File: src/rtl/uart_rx.sv
// Asynchronous serial receiver: oversampled start detection, mid-bit data/parity/stop
// sampling, and a one-entry valid/ready output register with parity/framing/overrun status.
module uart_rx #(
  parameter int unsigned OVERSAMPLE = 16,
  parameter int unsigned DATA_BITS  = 8
) (
  input  logic                 clk,
  input  logic                 reset,
  input  logic                 oversample_tick,
  input  logic                 rx,
  input  logic                 parity_en,
  input  logic                 parity_odd,
  output logic                 out_valid,
  input  logic                 out_ready,
  output logic [DATA_BITS-1:0] out_data,
  output logic                 parity_err,
  output logic                 frame_err,
  output logic                 overrun,
  output logic                 busy
);

  localparam int unsigned CNT_W = (OVERSAMPLE > 1) ? $clog2(OVERSAMPLE) : 1;
  localparam int unsigned IDX_W = $clog2(DATA_BITS + 1);
  localparam logic [CNT_W-1:0] CNT_MID  = CNT_W'(OVERSAMPLE / 2 - 1);
  localparam logic [CNT_W-1:0] CNT_LAST = CNT_W'(OVERSAMPLE - 1);
  localparam logic [IDX_W-1:0] IDX_LAST = IDX_W'(DATA_BITS - 1);

  typedef enum logic [2:0] {
    S_IDLE,
    S_START,
    S_DATA,
    S_PARITY,
    S_STOP,
    S_BREAK
  } state_t;

  logic                 rx_meta, rx_s;
  state_t               state_q, state_d;
  logic [CNT_W-1:0]     cnt_q, cnt_d;
  logic [IDX_W-1:0]     idx_q, idx_d;
  logic [DATA_BITS-1:0] shreg_q, shreg_d;
  logic                 pen_q, pen_d;
  logic                 podd_q, podd_d;
  logic                 perr_q, perr_d;
  logic                 out_valid_d, parity_err_d, frame_err_d, overrun_d, busy_d;
  logic [DATA_BITS-1:0] out_data_d;
  logic                 deliver;

  // Two-flop synchronizer; idle-high so reset does not look like a start bit.
  always_ff @(posedge clk) begin
    if (!reset) begin
      rx_meta <= 1'b1;
      rx_s    <= 1'b1;
    end else begin
      rx_meta <= rx;
      rx_s    <= rx_meta;
    end
  end

  always_ff @(posedge clk) begin
    if (!reset) begin
      state_q    <= S_IDLE;
      cnt_q      <= '0;
      idx_q      <= '0;
      shreg_q    <= '0;
      pen_q      <= 1'b0;
      podd_q     <= 1'b0;
      perr_q     <= 1'b0;
      out_valid  <= 1'b0;
      out_data   <= '0;
      parity_err <= 1'b0;
      frame_err  <= 1'b0;
      overrun    <= 1'b0;
      busy       <= 1'b0;
    end else begin
      state_q    <= state_d;
      cnt_q      <= cnt_d;
      idx_q      <= idx_d;
      shreg_q    <= shreg_d;
      pen_q      <= pen_d;
      podd_q     <= podd_d;
      perr_q     <= perr_d;
      out_valid  <= out_valid_d;
      out_data   <= out_data_d;
      parity_err <= parity_err_d;
      frame_err  <= frame_err_d;
      overrun    <= overrun_d;
      busy       <= busy_d;
    end
  end

  always_comb begin
    state_d      = state_q;
    cnt_d        = cnt_q;
    idx_d        = idx_q;
    shreg_d      = shreg_q;
    pen_d        = pen_q;
    podd_d       = podd_q;
    perr_d       = perr_q;
    out_valid_d  = out_valid;
    out_data_d   = out_data;
    parity_err_d = parity_err;
    frame_err_d  = frame_err;
    overrun_d    = overrun;
    deliver      = 1'b0;

    case (state_q)
      S_IDLE: begin
        if (oversample_tick && !rx_s) begin
          state_d = S_START;
          cnt_d   = '0;
        end
      end
      S_START: begin
        if (oversample_tick) begin
          if (cnt_q == CNT_MID) begin
            cnt_d = '0;
            if (!rx_s) begin
              state_d = S_DATA;
              idx_d   = '0;
              pen_d   = parity_en;
              podd_d  = parity_odd;
              perr_d  = 1'b0;
            end else begin
              state_d = S_IDLE;
            end
          end else begin
            cnt_d = cnt_q + CNT_W'(1);
          end
        end
      end
      S_DATA: begin
        if (oversample_tick) begin
          if (cnt_q == CNT_LAST) begin
            cnt_d   = '0;
            shreg_d = {rx_s, shreg_q[DATA_BITS-1:1]};
            if (idx_q == IDX_LAST) begin
              idx_d   = '0;
              state_d = pen_q ? S_PARITY : S_STOP;
            end else begin
              idx_d = idx_q + IDX_W'(1);
            end
          end else begin
            cnt_d = cnt_q + CNT_W'(1);
          end
        end
      end
      S_PARITY: begin
        if (oversample_tick) begin
          if (cnt_q == CNT_LAST) begin
            cnt_d   = '0;
            perr_d  = ((^shreg_q) ^ rx_s) != podd_q;
            state_d = S_STOP;
          end else begin
            cnt_d = cnt_q + CNT_W'(1);
          end
        end
      end
      S_STOP: begin
        if (oversample_tick) begin
          if (cnt_q == CNT_LAST) begin
            cnt_d   = '0;
            deliver = 1'b1;
            state_d = rx_s ? S_IDLE : S_BREAK;
          end else begin
            cnt_d = cnt_q + CNT_W'(1);
          end
        end
      end
      S_BREAK: begin
        if (rx_s) state_d = S_IDLE;
      end
      default: state_d = S_IDLE;
    endcase

    // Output register: handshake empties it; a frame loads only if it is free this cycle.
    if (out_valid && out_ready) begin
      out_valid_d = 1'b0;
      overrun_d   = 1'b0;
    end
    if (deliver) begin
      if (!out_valid || out_ready) begin
        out_valid_d  = 1'b1;
        out_data_d   = shreg_q;
        parity_err_d = perr_q;
        frame_err_d  = !rx_s;
      end else begin
        overrun_d = 1'b1;
      end
    end

    busy_d = (state_d != S_IDLE);
  end

endmodule

File: config.mk
export PLATFORM = sky130hd
export DESIGN_NAME = uart_rx
export DESIGN_NICKNAME = d
export VERILOG_FILES = /design/src/rtl/uart_rx.sv
export SDC_FILE = /design/constraint.sdc
export NUM_CORES = 1
export LEC_CHECK = 0
export BUFFER_PORTS_ARGS = -buffer_cell sky130_fd_sc_hd__clkbuf_2
export CORE_ASPECT_RATIO = 0.9
export CORE_MARGIN = 2
export CORE_UTILIZATION = 40
export CTS_BUF_LIST = sky130_fd_sc_hd__clkbuf_8
export CTS_CLUSTER_DIAMETER = 80
export DETAILED_ROUTE_END_ITERATION = 7
export GPL_ROUTABILITY_DRIVEN = 0
export GPL_TIMING_DRIVEN = 1
export PLACE_DENSITY_LB_ADDON = 0.25
export SKIP_CTS_REPAIR_TIMING = 1
export SLEW_MARGIN = 20
export SYNTH_ARGS = -nofsm -noshare
export SYNTH_HDL_FRONTEND = slang
export SYNTH_SLANG_ARGS = --single-unit
File: constraint.sdc
create_clock -name clk -period 2.7 [get_ports clk]
set_input_delay 0.135 -clock clk [delete_from_list [all_inputs] [get_ports clk]]
set_output_delay 0.135 -clock clk [all_outputs]
set_load 0.02 [all_outputs]
After elaboration in Yosys (flattened, before gate mapping)
Index checks and enable logic that the tools add are counted.

Register bits after elaboration: 37. Bits of input ports: 7. Output and inout port bits: 13.

Add/subtract/negate cells: 2. Equality and inequality tests: 18. Multiplexer cells: 43. Bitwise logic cells: 2. Reductions and logical operators: 18.

Operator list (number): 4-bit 2-to-1 mux (11); 3-bit 2-to-1 mux (13); 3-bit case mux with 6 select lines (1); 2-bit inequality test, second input constant (8); 1-bit 2-to-1 mux (14); 4-bit case mux with 3 select lines (1); 6-bit AND reduction (2); 4-bit by 1-bit adder with 4-bit output, second input constant (2); 4-bit by 3-bit == test with 1-bit output, second input constant (2); 4-bit case mux with 2 select lines (1); 4-bit AND reduction (2); 8-bit XOR reduction (1); 3-bit by 2-bit == test with 1-bit output, second input constant (2); 3-bit == test, second input constant (2); 3-bit nonzero test (2); 4-bit == test, second input constant (1); 2-bit nonzero test (2); 3-bit by 1-bit == test with 1-bit output, second input constant (1); 3-bit zero test (1); 3-bit AND reduction (1); 3-bit OR reduction (1); 1-bit logical AND (2); 1-bit zero test (2); 2-bit 2-to-1 mux (1); 7 further kinds (7).

Logic depth before layout (Yosys ltp)
Gate-level depths: netlist of run 1.

Word-level depth: 6. Mapped depth: 6. Mapped depth without buffers: 5.

Worst setup path before layout of run 1
Ideal clock, no wire load.

Path kind: register to register. From: register cnt_q[3]. To: register idx_q[3]. Library setup time: 70 ps. Data arrival time: 1860 ps. Data required time: 2630 ps. Path slack: 770 ps. Cell stages (with the launch flop): 6. Buffers on the path: 1. Period minus slack after synthesis: 1930 ps. Path through: dfxtp_1 buf_6 or4b_4 a211o_1 or4_1 a21oi_1.

Cells in the longest elaborated chain, start to end: 3. Elaborated cells between the ends (all ways): 5.

Ends and longest elaborated chain: start: declaration (line 39) `logic [CNT_W-1:0] cnt_q, cnt_d;`; start signal: assignment (line 77) `cnt_q <= cnt_d;`; 4-bit == test / 4-bit by 3-bit == test with 1-bit output (equally long branches) (line 134, 116); 2-bit inequality test (no line); 6-bit AND reduction (no line) *; end signal: assignment (line 78) `idx_q <= idx_d;`; end: declaration (line 40) `logic [IDX_W-1:0] idx_q, idx_d;`.

Mark *: on every way between the ends. The rest lies on a longest branch, timed or not. A chain may end at the register's enable or synchronous reset.

Worst setup path in the final report of run 1
From: register state_q[0]. To: register idx_q[3].

Cells in the longest elaborated chain, start to end: 3. Elaborated cells between the ends (all ways): 10.

Ends and longest elaborated chain: start: declaration (line 38) `state_t state_q, state_d;`; start signal: assignment (line 76) `state_q <= state_d;`; 3-bit by 2-bit == test with 1-bit output / 3-bit by 1-bit == test with 1-bit output (equally long branches) (line 107) `case (state_q)`; 2-bit inequality test (no line) / 2-bit nonzero test (equally long branches); 6-bit AND reduction (no line).

Several ways; a longest one is shown, not always the timed one.

==> results.cfg, run 1 <==
[global_routing]
grt_pass1_vias = 1255
grt_usage_pct = 16.3
grt_max_degree = 31
grt-ovfl-total = 0
grt_first_pass_wirelength_mm = 6.07
antenna_found_initial = 0

[floorplan]
coreArea_um2 = 4130
boundaryPins = 20
placementRows = 22
chipWidth_um = 73.6
start_util_pct = 42.2
die_area_um2 = 4910
die-height_um = 66.6

[route]
drc = 0
first_iter_violations = 149
firstDrtPassIters = 4
wl_per_cell_um = 13.2
num_vias = 1446
postRouteAntennaNets = 0
wirelength_mm = 3.55
routed_via_density = 5.40

[clocking]
cts_buffer_depth = 2
numCtsBuffers = 5
cts_tree = yes
h-tree-depth = 2
clock_sinks = 37
insertion_delay_ns = 0.29
clock-root-buffer = clkbuf_8
cts.reportedPaths.clkPinSlew_ns = 0.08

[critical_path]
max_stage_delay_ns = 0.51
path_buf_inv = 0
r2r_slack_ns = 0.61
worstReg2RegStart = state_q[0]
r2r_end = idx_q[3]
end_kind = flip-flop
crit_type = flip-flop to flip-flop
r2r_cells = 4
cp-start-kind = flip-flop
cp_slowest_cell = dfxtp_1
cp.required_ns = 2.91
critPathTopFamily = simple AND/OR/NAND/NOR gates
crit_path_cell_trace = or4b_4 > a211o_1 > or4_1 > a21oi_1
cp_max_fo = 12
cp.arrival_ns = 2.30

[sta]
grt_setup_unrepaired = no
max_freq_ghz = 0.478
clock_skew_ns = 0.00565
hold_viol_final = 0
setup_viol = 0
tightest_slew_ns = 0.925
slew_violations = 0
finalSetupTns_ns = 0
period_needed_ns = 2.09
min_period_over_period_pct = 77.4
maxSlewHeadroom_pct = 38.3

[synth]
yosys.area.top_type = dfxtp_1
synthCells = 202
synth_top_cell_area_share_pct = 42.5
ys_warn_count = 0
synthArstFlopShare_pct = 0
ys.flop_type = dfxtp_1
synth.avg_cell_area_um2 = 8.63
synth_area_leaders = dfxtp_1 42%, nand2_1 6.5%, mux2i_1 6.3%
syn_area_um2 = 1740
ys_ff_latch = 37
synth-seq-area-share_pct = 42.5
synth-edff-count = 0
synth_cell_types = 47
syn-num-nets = 211

[layout]
fin_nets = 228
drive_above_1_share_pct = 16.8
fillers = 421
n_antenna_cell = 0
layout_common_cells = 37 x dfxtp_1, 30 x nand2_1, 24 x nor2_1, 19 x clkbuf_2, 14 x a21oi_1
layout_commonest_cell = dfxtp_1
area_growth_pct = 12.8

[min_path]
hold_depth = 2
whs_endpoint = rx_meta
min-delay-start = rx
hold_path.class = input pin to flip-flop

[outcome]
status = completed

[power]
total_power_mw = 1.06
p_per_area_nw_per_um2 = 538
p_leak_nw = 0.694
ir_drop_v = 0.000405

[placed_design]
numPortBuffers = 19
dp_hpwl_mm = 2.47

[run]
cap_violations = 0
kinds of logic after synthesis:
| family | synth area share [%] |
|---|---|
| muxes | 6.31 |
| adders and majority gates | 1.43 |
| AOI/OAI and AO/OA | 13.2 |
| buffers and inverters | 4.23 |
| DFF | 42.5 |
| and+or+nand+nor | 27.0 |
| xor gates and xnor gates | 5.31 |
metal layers:
metal	share of wire [%]	track usage [%]
met2	43	23.0
met4	1.6	6.59
met1	52	22.9
met5	0	0
met3	4.2	5.14
final cells by class:
cell class / instances / area [um2] / share of cell area, %
Multi-Input combinational cell: 151 / 935 / 47.5
Sequential cell: 37 / 741 / 37.6
Timing Repair Buffer: 21 / 110 / 5.59
Clock buffer: 5 / 68.8 / 3.50
Tap cell: 48 / 60.1 / 3.05
Clock inverter: 3 / 42.5 / 2.16
Inverter: 3 / 11.3 / 0.572
report_power, final:
group | total (mW) | leakage [nW] | internal, mW | switching, mW
clock | 0.479 | 0.0595 | 0.274 | 0.205
combinational | 0.0293 | 0.336 | 0.0110 | 0.0183
sequential | 0.551 | 0.299 | 0.548 | 0.00297
total | 1.06 | 0.694 | 0.832 | 0.226
per-stage QoR:
stage | instances | area, um2 | setup slack (ns) | hold WS [ns] | utilization (%)
2_1_floorplan | 202 | 1740 | 0.770 | 0.208 | -
3_3_place_gp | 260 | 1860 | 0.693 | 0.320 | 45.0
3_5_place_dp | 260 | 1860 | 0.628 | 0.321 | 45.0
4_1_cts | 268 | 1970 | 0.611 | 0.00994 | 47.7
5_1_grt | 268 | 1970 | 0.433 | 0.00294 | 47.7
6_report | 268 | 1970 | 0.610 | 0.0176 | 47.7
cells in the mapped netlist (all sizes together), types with 2 or more instances:
cell,count
a31oi,3
buf,3
a21oi,14
dfxtp,37
or3b,3
ha,2
nor2,24
nand3b,3
o211ai,2
xor2,2
nor2b,3
or4b,2
xnor2,6
o21a,2
inv,3
or3,2
nand3,5
and3,2
nand4,5
a211oi,3
o21ai,3
mux2i,11
clkbuf,7
nand2b,3
nand2,30
nor3,4
worst max path at each step:
stage | startpoint | to | slack, ns | cells after the start
after floorplan | cnt_q[3] | idx_q[3] | 0.77 | 5
after global placement | state_q[1] | pen_q | 0.69 | 4
after detailed placement | state_q[0] | pen_q | 0.63 | 4
after CTS | state_q[0] | idx_q[3] | 0.61 | 4
after global routing | state_q[0] | podd_q | 0.43 | 4
final | state_q[0] | idx_q[3] | 0.61 | 4
state kept, by name (all words and copies together) (netlist names), 3 cells and up:
name	count
out_data	8
state_q	3
cnt_q	4
idx_q	4
shreg_q	8
Note: power is estimated with default switching activity, not from simulation.
==> inputs of run 2 (changes only) <==
==> constraint.sdc (replaced) <==
create_clock -name clk -period 1.9 [get_ports clk]
set_input_delay 0.095 -clock clk [delete_from_list [all_inputs] [get_ports clk]]
set_output_delay 0.095 -clock clk [all_outputs]
set_load 0.02 [all_outputs]
==> run 2 against run 1 <==
Net effect: clock skew rose by 0.0010 ns; critical path depth did not move; via count is 3.9% higher; first-iteration DRC count shrank 34%; maximum frequency increased by 17%; worst setup slack lost 0.50 ns; critical endpoint is now idx_q[0]; largest power group unchanged.
==> results.cfg, run 2 (synthesis gave the netlist of run 1 again) <==
[outcome]
status = completed

[route]
first_iter_violations = 98
wl_per_cell_um = 13.0
drc = 0
num_vias = 1502
wirelength_mm = 3.65
postRouteAntennaNets = 0
routed_via_density = 5.35
firstDrtPassIters = 5

[placed_design]
postPlaceCellArea_um2 = 1970
dp.cells = 272
dp_hpwl_mm = 2.62
numPortBuffers = 19

[global_routing]
grt_pass1_vias = 1314
grt-ovfl-total = 0
antenna_found_initial = 0
grt_first_pass_wirelength_mm = 6.20
grt_usage_pct = 16.3
grt_max_degree = 31

[floorplan]
start_util_pct = 42.2
boundaryPins = 20
placementRows = 22
die_area_um2 = 4910
chipWidth_um = 73.6
die-height_um = 66.6
coreArea_um2 = 4130

[layout]
final_cells = 281
top_regs = out_data x8, shreg_q x8
post-route-cell-area_um2 = 2080
layout_common_cells = 37 x dfxtp_1, 30 x nand2_1, 24 x nor2_1, 19 x clkbuf_2, 14 x a21oi_1
area_growth_pct = 19.0
layout_commonest_cell = dfxtp_1
drive_above_1_share_pct = 21.9
fin_nets = 241
n_antenna_cell = 0

[clocking]
insertion_delay_ns = 0.29
cts_tree = yes
cts.reportedPaths.clkPinSlew_ns = 0.08
numCtsBuffers = 5
clock_sinks = 37
h-tree-depth = 2
cts_buffer_depth = 2
clock-root-buffer = clkbuf_8

[sta]
grt_setup_unrepaired = no
tightest_slew_ns = 0.419
holdWs_ns = 0.00958
finalSetupTns_ns = 0
setup_viol = 0
slew_violations = 0
maxSlewHeadroom_pct = 71.7
min_period_over_period_pct = 94.3
clock_skew_ns = 0.00669
hold_viol_final = 0
period_needed_ns = 1.79
max_freq_ghz = 0.558

[critical_path]
cp_max_fo = 3
cp.required_ns = 2.13
end_kind = flip-flop
cp.arrival_ns = 2.02
crit_type = flip-flop to flip-flop
cp-start-kind = flip-flop

[power]
total_power_mw = 1.39
p_leak_nw = 0.748
ir_drop_v = 0.000469
p_per_area_nw_per_um2 = 668

[run]
cap_violations = 0

[min_path]
hold_path.class = input pin to flip-flop
## run 2: final timing paths
| kind | cells after the start | slack, ns | from | to |
|---|---|---|---|---|
| worst max-delay path | 4 | 0.11 | rx_s | idx_q[0] |
| worst min-delay path | 2 | 0.01 | out_ready | overrun |
| worst max register to register | 4 | 0.11 | rx_s | idx_q[0] |
| worst min register to register | 1 | 0.44 | rx_meta | rx_s |
## run 2: worst max-delay path: stages (launching register included)
cell	delay, ns
dfxtp_1	0.32
or4b_4	0.53
a211o_1	0.30
or3_2	0.45
a21oi_1	0.14
## run 2: area by class of cell
cell class / count / area [um2]
clock inverter: 3 / 22.5
timing repair buffer: 34 / 235
inverter: 3 / 11.3
fill: 400 / 2050
multi-input combinational: 151 / 937
clock buffer: 5 / 68.8
tap: 48 / 60.1
sequential: 37 / 741
## run 2: metal layers
metal | part of all wire (%) | vias to the layer above | global-route usage (%) | wire length (um)
met5 | 0 | - | 0 | 0
met1 | 51 | 703 | 23.5 | 1880
met2 | 44 | 31 | 23.9 | 1590
met4 | 0.44 | 0 | 5.45 | 16
li1 | - | 765 | - | -
met3 | 4.3 | 3 | 3.78 | 158
## run 2: per-stage QoR
| step | util, % | setup slack (ns) |
|---|---|---|
| 4_1_cts | 50.0 | 0.0665 |
| 2_1_floorplan | - | -0.0111 |
| 3_3_place_gp | 47.8 | 0.104 |
| 3_5_place_dp | 47.8 | 0.0770 |
| 5_1_grt | 50.3 | 0.0302 |
| 6_report | 50.3 | 0.108 |
## run 2: power breakdown
group          internal [mW]  total [mW]  switching, mW
clock                  0.260       0.557          0.297
combinational         0.0203      0.0507         0.0304
sequential             0.778       0.780        0.00133
==> inputs of run 3 (changes only) <==
--- a/config.mk
+++ b/config.mk
@@ -5,13 +5,13 @@
 export SDC_FILE = /design/constraint.sdc
 export NUM_CORES = 1
 export LEC_CHECK = 0
-export BUFFER_PORTS_ARGS = -buffer_cell sky130_fd_sc_hd__clkbuf_2
 export CORE_ASPECT_RATIO = 0.9
 export CORE_MARGIN = 2
 export CORE_UTILIZATION = 40
 export CTS_BUF_LIST = sky130_fd_sc_hd__clkbuf_8
 export CTS_CLUSTER_DIAMETER = 80
 export DETAILED_ROUTE_END_ITERATION = 7
+export DONT_BUFFER_PORTS = 1
 export GPL_ROUTABILITY_DRIVEN = 0
 export GPL_TIMING_DRIVEN = 1
 export PLACE_DENSITY_LB_ADDON = 0.25
==> run 3 against run 2 <==
Net effect: the run now ends with negative hold slack left; routed wire length hardly changed; maximum frequency shrank 3.4%; combinational power shrank 8.1%; non-clock buffer count decreased by 12; power decreased by 0.36%; first-iteration DRC count up 5.1%; sequential power about the same; worst hold slack got worse by 0.018 ns; largest power group unchanged.
==> results.cfg, run 3 (synthesis gave the netlist of run 1 again) <==
[critical_path]
cp_max_fo = 5
end_kind = flip-flop
crit_type = flip-flop to flip-flop
worstReg2RegStart = rx_s
cp-start-kind = flip-flop
r2r_end = idx_q[0]
path_buf_inv = 0
cp_slowest_cell = or4b_4
critPathTopFamily = simple AND/OR/NAND/NOR gates
max_stage_delay_ns = 0.54
r2r_cells = 4
cp.required_ns = 2.12
crit_path_cell_trace = or4b_4 > a211o_1 > or3_2 > a21oi_2
r2r_slack_ns = 0.05
cp.arrival_ns = 2.08

[sta]
slew_violations = 0
tightest_slew_ns = 0.410
grt_setup_unrepaired = no
worst_slack_ns = 0.0456
max_freq_ghz = 0.539
maxSlewHeadroom_pct = 72.3
period_needed_ns = 1.85
clock_skew_ns = 0.00746
hold_viol_final = 1
min_period_over_period_pct = 97.6
setup_viol = 0
holdWs_ns = -0.00834

[route]
drc = 0
wl_per_cell_um = 13.6
num_vias = 1429
first_iter_violations = 103
firstDrtPassIters = 4
wirelength_mm = 3.65
routed_via_density = 5.31
postRouteAntennaNets = 0

[clocking]
clock_sinks = 37
cts.reportedPaths.clkPinSlew_ns = 0.08
clock-root-buffer = clkbuf_8
insertion_delay_ns = 0.29
h-tree-depth = 2
numCtsBuffers = 5
cts_tree = yes
cts_buffer_depth = 2

[power]
intPower_mw = 1.06
switchingPower_mw = 0.323
p_per_area_nw_per_um2 = 675
combPwrFrac_pct = 3.4
clockPowerShare_pct = 40.1
switching_share_pct = 23.4
ir_drop_v = 0.000470
p_seq_share_pct = 56.5
p_leak_nw = 0.693

[floorplan]
start_util_pct = 42.2
coreArea_um2 = 4130
die_area_um2 = 4910
placementRows = 22
die-height_um = 66.6
boundaryPins = 20
chipWidth_um = 73.6

[global_routing]
grt_pass1_vias = 1305
grt_usage_pct = 16.5
grt-ovfl-total = 0
grt_first_pass_wirelength_mm = 6.21
antenna_found_initial = 0
grt_max_degree = 24

[min_path]
hold_path.class = input pin to flip-flop
whs_endpoint = perr_q
hold_depth = 2
min-delay-start = reset

[layout]
top_regs = out_data x8, shreg_q x8
layout_common_cells = 37 x dfxtp_1, 30 x nand2_1, 24 x nor2_1, 15 x buf_4, 13 x a21oi_1
drive_above_1_share_pct = 16.3
n_antenna_cell = 0
final_util_pct = 49.6
fin_nets = 229
area_growth_pct = 17.4
fillers = 406
layout_commonest_cell = dfxtp_1
multi_input_area_um2 = 941
seq_area_um2 = 741

[placed_design]
numPortBuffers = 0
dp_hpwl_mm = 2.56
dp_slack_ns = 0.0243

[run]
cap_violations = 0

[outcome]
failed_checks = negative hold slack
status = complete, but fails checks
==> run 3: changes by cell type in the layout (fill, tap and decap cells not counted) <==
cell | previous run | this run
clkbuf_2 | 19 | 0
buf_4 | 12 | 15
dlygate4sd3_1 | 1 | 5
a21oi_1 | 14 | 13
a21oi_2 | 0 | 1
==> run 3: through the flow <==
step	instances	TNS (ns)	power [mW]	hold slack (ns)	instance area (um2)
2_1_floorplan	202	-0.0111	0.828	0.168	1740
4_1_cts	263	-0.00353	1.40	-0.135	1980
3_5_place_dp	255	0	0.837	0.173	1890
6_report	269	0	1.38	-0.00834	2050
3_3_place_gp	255	0	0.837	0.172	1890
5_1_grt	269	0	1.44	0.00294	2050
==> run 3: area by class of cell <==
cell class	instances	area share, %
clock buffer	5	3.36
clock inverter	3	1.10
inverter	3	0.550
multi-input combinational	151	46.0
sequential	37	36.2
tap	48	2.93
timing repair buffer	22	9.90
==> run 3: worst max-delay path by stage <==
stage,startpoint,to,slack (ns),depth (start not counted)
after global placement,rx_s,idx_q[0],0.07,4
after CTS,rx_s,idx_q[0],-0.004,4
after global routing,state_q[1],out_data[7],0.008,6
after detailed placement,rx_s,idx_q[0],0.02,4
final,rx_s,idx_q[0],0.05,4
after floorplan,cnt_q[3],idx_q[0],-0.01,5
==> run 3: power groups by stage <==
stage | Sequential (mW) | Clock, mW | Combinational (mW)
floorplan | 0.800 | 0 | 0.0286
global placement | 0.799 | 0 | 0.0384
detailed placement | 0.799 | 0 | 0.0380
CTS | 0.781 | 0.580 | 0.0380
global route | 0.781 | 0.611 | 0.0515
finish | 0.781 | 0.555 | 0.0466
==> run 3: routing by layer <==
metal,wire (um),GRT usage [%],vias up
li1,-,-,744
met5,0,0,-
met3,210,5.30,5
met2,1480,22.8,33
met4,34,5.68,0
met1,1920,23.8,647
==> run 3: worst reg2reg max path: stages (launching register included) <==
cell	delay [ns]
dfxtp_1	0.32
or4b_4	0.54
a211o_1	0.32
or3_2	0.47
a21oi_2	0.14
